==> src/rtl/key_event_ctrl.sv <==
// -----------------------------------------------------------------------------
// key_event_ctrl
//
// Front-panel key classifier for the DDS signal generator. Turns one debounced,
// active-low key level into three single-cycle events (short press, long press,
// auto-repeat) and keeps a waveform-select index that advances on every short
// press.
//
// Parameters:
//   T_LONG    hold time in clk cycles that qualifies a long press (2..2^26-1)
//   T_RPT     auto-repeat period in clk cycles after a long press (2..2^26-1)
//   WAVE_NUM  number of selectable waveforms, wave_sel wraps at WAVE_NUM-1 (1..4)
//
// Ports:
//   clk          system clock
//   rst_n        asynchronous, active-low reset
//   key_n        debounced key level, 0 = pressed, already synchronous to clk
//   short_pulse  one-cycle pulse, press released before T_LONG
//   long_pulse   one-cycle pulse, press held for T_LONG
//   rpt_pulse    one-cycle pulse every T_RPT cycles while held after long press
//   key_held     high while the FSM is not IDLE
//   wave_sel     current waveform index
//
// Build option:
//   KEY_REPEAT_EN  when defined, HOLD generates auto-repeat pulses; otherwise
//                  rpt_pulse stays 0 and HOLD only waits for release.
// -----------------------------------------------------------------------------
module key_event_ctrl #(
  parameter logic [25:0] T_LONG   = 26'd50_000_000,
  parameter logic [25:0] T_RPT    = 26'd10_000_000,
  parameter logic [2:0]  WAVE_NUM = 3'd4
) (
  input  logic       clk,
  input  logic       rst_n,
  input  logic       key_n,
  output logic       short_pulse,
  output logic       long_pulse,
  output logic       rpt_pulse,
  output logic       key_held,
  output logic [1:0] wave_sel
);

  typedef enum logic [1:0] {
    IDLE  = 2'd0,
    PRESS = 2'd1,
    HOLD  = 2'd2
  } state_t;

  localparam logic [25:0] LONG_LAST = T_LONG - 26'd1;
  localparam logic [1:0]  WAVE_LAST = 2'(WAVE_NUM - 3'd1);

`ifdef KEY_REPEAT_EN
  localparam logic [25:0] RPT_LAST = T_RPT - 26'd1;
`else
  // The repeat period has no meaning without auto-repeat.
  logic unused_t_rpt;
  assign unused_t_rpt = ^T_RPT;
`endif

  state_t      state;
  logic        key_d;
  logic [25:0] cnt;
  logic        press_edge;

  // key_d resets to 1, so a key already held at reset release is seen as a
  // fresh press on the first clock edge.
  assign press_edge = key_d & ~key_n;

  // Release is tested before the long/repeat terminal counts so that a
  // release sampled on the same edge always wins.
  always_ff @(posedge clk or negedge rst_n) begin
    if (!rst_n) begin
      state       <= IDLE;
      key_d       <= 1'b1;
      cnt         <= 26'd0;
      short_pulse <= 1'b0;
      long_pulse  <= 1'b0;
      rpt_pulse   <= 1'b0;
      key_held    <= 1'b0;
      wave_sel    <= 2'd0;
    end else begin
      key_d       <= key_n;
      short_pulse <= 1'b0;
      long_pulse  <= 1'b0;
      rpt_pulse   <= 1'b0;
      case (state)
        IDLE: begin
          cnt <= 26'd0;
          if (press_edge) begin
            state    <= PRESS;
            key_held <= 1'b1;
          end
        end
        PRESS: begin
          if (key_n) begin
            short_pulse <= 1'b1;
            wave_sel    <= (wave_sel == WAVE_LAST) ? 2'd0 : wave_sel + 2'd1;
            state       <= IDLE;
            key_held    <= 1'b0;
            cnt         <= 26'd0;
          end else if (cnt == LONG_LAST) begin
            long_pulse <= 1'b1;
            cnt        <= 26'd0;
            state      <= HOLD;
          end else begin
            cnt <= cnt + 26'd1;
          end
        end
        HOLD: begin
          if (key_n) begin
            state    <= IDLE;
            key_held <= 1'b0;
            cnt      <= 26'd0;
          end else begin
`ifdef KEY_REPEAT_EN
            if (cnt == RPT_LAST) begin
              rpt_pulse <= 1'b1;
              cnt       <= 26'd0;
            end else begin
              cnt <= cnt + 26'd1;
            end
`else
            cnt <= 26'd0;
`endif
          end
        end
        default: begin
          state    <= IDLE;
          cnt      <= 26'd0;
          key_held <= 1'b0;
        end
      endcase
    end
  end

endmodule
==> config.mk <==
export PLATFORM = sky130hd
export DESIGN_NAME = key_event_ctrl
export DESIGN_NICKNAME = d
export VERILOG_FILES = /design/src/rtl/key_event_ctrl.sv
export SDC_FILE = /design/constraint.sdc
export NUM_CORES = 1
export LEC_CHECK = 0
export ABC_AREA = 1
export ABC_CLOCK_PERIOD_IN_PS = 2250
export CORE_MARGIN = 2
export CORE_UTILIZATION = 45
export DETAILED_ROUTE_END_ITERATION = 16
export PLACE_DENSITY = 0.64
export SETUP_SLACK_MARGIN = 0.15
export SYNTH_ARGS = -nofsm -noshare
export SYNTH_HDL_FRONTEND = slang
export SYNTH_SLANG_ARGS = --single-unit
export TNS_END_PERCENT = 30
==> constraint.sdc <==
create_clock -name clk -period 2.25 [get_ports clk]
set_input_delay 0.3375 -clock clk [delete_from_list [all_inputs] [get_ports clk]]
set_output_delay 0.3375 -clock clk [all_outputs]
set_load 0.02 [all_outputs]
==> Word level (Yosys, flattened, before mapping) <==
Index checks and enable logic that the tools add are counted.
{ "word_totals": {"output_inout_bits": 6, "regBits": 34, "input_bits": 3, "word_cells": 41} }
{ "op_classes": {"mux": 17, "eq_ne": 8, "n_addsub": 2, "n_bitwise": 2, "n_reduce_logical": 5} }
{ "ops": {"columns": ["cell", "n"], "rows": [
  ["two-way mux 26 bit", 3],
  ["adder 26 x 1 -> 26 bit, second input constant", 1],
  ["== test 26 bit, second input constant", 1],
  ["two-way mux 2 bit", 5],
  ["two-way mux 1 bit", 7],
  ["case mux 2 bit (3 select lines)", 1],
  ["== test 2 bit, second input constant", 2],
  ["inequality test 2 bit, second input constant", 2],
  ["AND reduction 2 bit", 2],
  ["inequality test 3 bit, second input constant", 1],
  ["AND reduction 3 bit", 1],
  ["adder 2 x 1 -> 2 bit, second input constant", 1],
  ["== test 2 x 1 -> 1 bit, second input constant", 1],
  ["zero test 2 bit", 1],
  ["inequality test 2 x 1 -> 1 bit, second input constant", 1],
  ["case mux 1 bit (2 select lines)", 1],
  ["OR reduction 2 bit", 1],
  ["AND 1 bit", 1],
  ["inverter 1 bit", 1]
]} }

==> Logic depth before layout (Yosys ltp) <==
{ "logic_depth": {"depth_word": 4, "mapped_depth": 10} }

==> Worst setup path before layout <==
Ideal clock, no wire load.
{ "synth_timing": {"path_kind": "flip-flop to flip-flop", "startpoint": "register cnt[0]", "endpoint": "register cnt[11]", "path_stages_with_launch": 10, "setup_slack_ns": 0.851, "t_arrival_ns": 1.280, "t_required_ns": 2.131, "path_buffers": 1, "setup_ns": 0.119, "path_cell_list": "dfrtp_1 > ha_1 > nand2_2 > nor2_4 > nand2_1 > nor2_2 > nand2_1 > nand2_4 > buf_6 > nor2_1"} }
{ "synth_between": {"elab_chain_cells": 4, "elab_cells_between_ends": 5, "cone_classes": "add/sub: 1; eq/ne: 1; mux: 3"} }
{ "synth_lines": {"columns": ["item", "line_no", "rtl"], "rows": [
  ["start: declaration", "62", "logic [25:0] cnt;"],
  ["start signal: assignment", "106", "cnt <= cnt + 26'd1;"],
  ["adder 26 x 1 -> 26 bit or == test 26 bit (tied branches)", "106, 101", null],
  ["two-way mux 26 bit (*)", "101", "end else if (cnt == LONG_LAST) begin"],
  ["two-way mux 26 bit (*)", "95", "if (key_n) begin"],
  ["two-way mux 26 bit (*)", null, null]
]} }
Mark *: on every way between the ends. The rest lies on a longest branch, timed or not.
A chain may end at the register's enable or synchronous reset.

==> Final worst setup path <==
{ "layout_timing": {"startpoint": "register wave_sel[0]", "endpoint": "output port wave_sel[0]"} }
{ "layout_rtl": {"columns": ["item", "line_no", "rtl"], "rows": [
  ["start: declaration", "40", "output logic [1:0] wave_sel"],
  ["start signal: assignment", "97", "wave_sel <= (wave_sel == WAVE_LAST) ? 2'd0 : wave_sel + 2'd1;"]
]} }
No word-level cell between the ends.

==> flow_summary_export.csv <==
group,metric,value,unit
status,status,"completed",
yosys,seq_area_frac_synth,43.16,%
critical_path,slowest_stage,"clkdlybuf4s50_1",
sta,skew,0.009287,ns
routing,drc,0,
yosys,yosys_warnings,0,
sta,setup_violations,0,
critical_path,cp-end-kind,"output port",
sta,drv_slew,0,
critical_path,cp_max_fo,4,
die,dieArea,4934,um2
critical_path,critPathTopFamily,"buffers and inverters",
die,io_pins,9,
layout,finalNonFillerCells,332,
placement,io_buffers,7,
power,vdd_drop_max,0.5574,mV
global_routing,grt_first_pass_wirelength,7.196,mm
cts,cts_sinks,34,
cts,cts_tree,"done",
die,die_y,70.24,um
critical_path,start_kind,"flop",
die,die_w,70.24,um
die,core_area,4294,um2
routing,wire_per_inst,11.96,um
global_routing,grt-ovfl-total,0,
cts,clk_latency,0.29,ns
yosys,ys_ff_latch,34,
yosys,avgSynthCellArea,7.395,um2
run,drv_cap,0,
sta,worst_pin_slew,0.7561,ns
power,total_power,1.716,mW
sta,hold_violations,0,
routing,ant_nets,0,
critical_path,crit_chain,"clkdlybuf4s50_1",
cts,clockRootBuffer,"clkbuf_8",
placement,placed_cell_area,2086,um2
layout,drive_gt1_share,11.07,%
routing,vias,1625,
cts,cts_buffers,5,
power,power_density,771.6,nW/um2
cts,cts_resized,0,
critical_path,arrival,1.30,ns
sta,tns,0,ns
routing,via_per_inst,4.895,
layout,area_delta_synth_final,12.61,%
global_routing,grt_max_degree,35,
critical_path,max_stage_delay,0.62,ns
yosys,synth.distinct_cells,28,
cts,max-clock-path-buffers,2,
cts,cts_max_level,2,
critical_path,crit_buf_inv,1,
yosys,synth_nets,275,
sta,clock.fmax,0.6101,GHz
die,start_util,45.98,%
cts,cts_hold_buf,0,
die,rows,24,
layout,stdcell_area,2223,um2
global_routing,grt_use_total,18.70,%
sta,period_share,72.85,%
cts,path_clk_slew,0.08,ns
critical_path,critical_path_class,"reg -> out",
sta,setup_ws,0.6110,ns
routing,wirelength,3.972,mm
cts,cts_setup_buffers,0,
placement,hpwl,3.054,mm
layout,num_antenna_cells,0,
power,leakagePower,0.9470,nW
global_routing,grt_pass1_vias,1597,
routing,first_pass_iters,4,
routing,drtIter0Drc,73,
worst_hold_path,holdCritPathClass,"in -> async",
yosys,syn-cell-area,1974,um2
critical_path,required,1.91,ns
placement,place_inst,324,
global_routing,antenna_found_initial,0,
sta,relSlewSlack,49.59,%
placement,place_ws,0.6135,ns
sta,rsz0062_at_grt,"false",
sta,fin_crit,1.639,ns
yosys,syn_inst,267,
layout,nets,287,
critical_path,rrSetupSlack,0.61,ns
placement,gp_congestion,0.8890,
==> cells in the mapped netlist (all sizes together) <==
library cell / n / area (um2)
inv: 30 / 112.6
nand3: 14 / 85.08
o21a: 1 / 7.510
nor2: 73 / 319.1
a31oi: 1 / 6.260
dfstp: 1 / 26.28
conb: 1 / 3.750
a21oi: 6 / 30.03
mux2i: 1 / 10.01
xor2: 4 / 35.03
nand4: 1 / 6.260
buf: 3 / 26.27
nor3: 13 / 70.07
nand3b: 1 / 7.510
dfrtp: 33 / 825.8
o21ai: 1 / 5.000
and3: 1 / 6.260
ha: 5 / 62.56
nand2: 72 / 285.3
xnor2: 5 / 43.79
==> cells in the final DEF, fill, tap and decap left out, types with 2 or more instances in the layout <==
| cell | Yosys | final |
|---|---|---|
| xnor2_1 | 5 | 5 |
| xor2_1 | 4 | 4 |
| dfrtp_1 | 33 | 33 |
| a21oi_1 | 6 | 6 |
| nor2_2 | 6 | 6 |
| nor3_1 | 12 | 12 |
| ha_1 | 5 | 5 |
| clkbuf_8 | 0 | 5 |
| inv_1 | 28 | 28 |
| inv_2 | 2 | 2 |
| nand3_2 | 3 | 3 |
| clkdlybuf4s50_1 | 0 | 6 |
| nand2_1 | 68 | 68 |
| nand3_1 | 11 | 11 |
| nand2_2 | 3 | 3 |
| nor2_4 | 4 | 4 |
| nor2_1 | 63 | 63 |
| bufinv_16 | 0 | 2 |
==> stage by stage <==
stage / hold slack, ns / utilization (%)
global route: 0.1877 / 51.78
CTS: 0.1415 / 51.78
floorplan: 0.04191 / -
global placement: 0.4588 / 48.57
detailed placement: 0.4603 / 48.57
finish: 0.1137 / 51.78
==> logic make-up after synthesis <==
logic type / share of synthesized area [%]
xor gates and xnor gates: 3.992
DFF: 43.16
buffers and inverters: 7.034
adders and majority gates: 3.169
AOI/OAI and AO/OA: 2.472
and+or+nand+nor: 39.48
other: 0.1899
muxes: 0.5070
==> area by class of cell <==
| class | instances | area, um2 |
|---|---|---|
| Clock buffer | 5 | 68.82 |
| Clock inverter | 3 | 68.82 |
| Fill cell | 418 | 2071 |
| Inverter | 30 | 112.6 |
| Multi-Input combinational cell | 200 | 983.4 |
| Sequential cell | 34 | 852.1 |
| Tap cell | 52 | 65.06 |
| Timing Repair Buffer | 8 | 72.57 |
==> metal layers <==
metal,up-vias,routed length [um],global-route usage [%]
met4,0,91,8.120
met1,741,2003,25.23
met3,7,114,3.896
li1,849,-,-
met5,-,0,0
met2,28,1763,29.04
==> where the power goes <==
part           switching [mW]  internal, mW  total [mW]
combinational           0.202         0.137       0.339
sequential             0.0370         0.663       0.700
clock                   0.233         0.444       0.676
==> state kept, by name, indices dropped and copies added, names as in the netlist <==
signal,flops
cnt,26
state,2
wave_sel,2
key_d,1
key_held,1
long_pulse,1
short_pulse,1
==> final timing paths <==
kind,from,endpoint,cells past startpoint
worst max-delay path,wave_sel[0]$_DFFE_PN0P_,wave_sel[0],1
worst min-delay path,rst_n,cnt[0]$_DFF_PN0_,1
worst max register to register,cnt[0]$_DFF_PN0_,state[1]$_DFFE_PN0P_,10
worst min register to register,cnt[0]$_DFF_PN0_,cnt[0]$_DFF_PN0_,1
max in group asynchronous,rst_n,cnt[10]$_DFF_PN0_,1
min in group clk,cnt[0]$_DFF_PN0_,cnt[0]$_DFF_PN0_,1
Power figures use the tool's default switching activity.
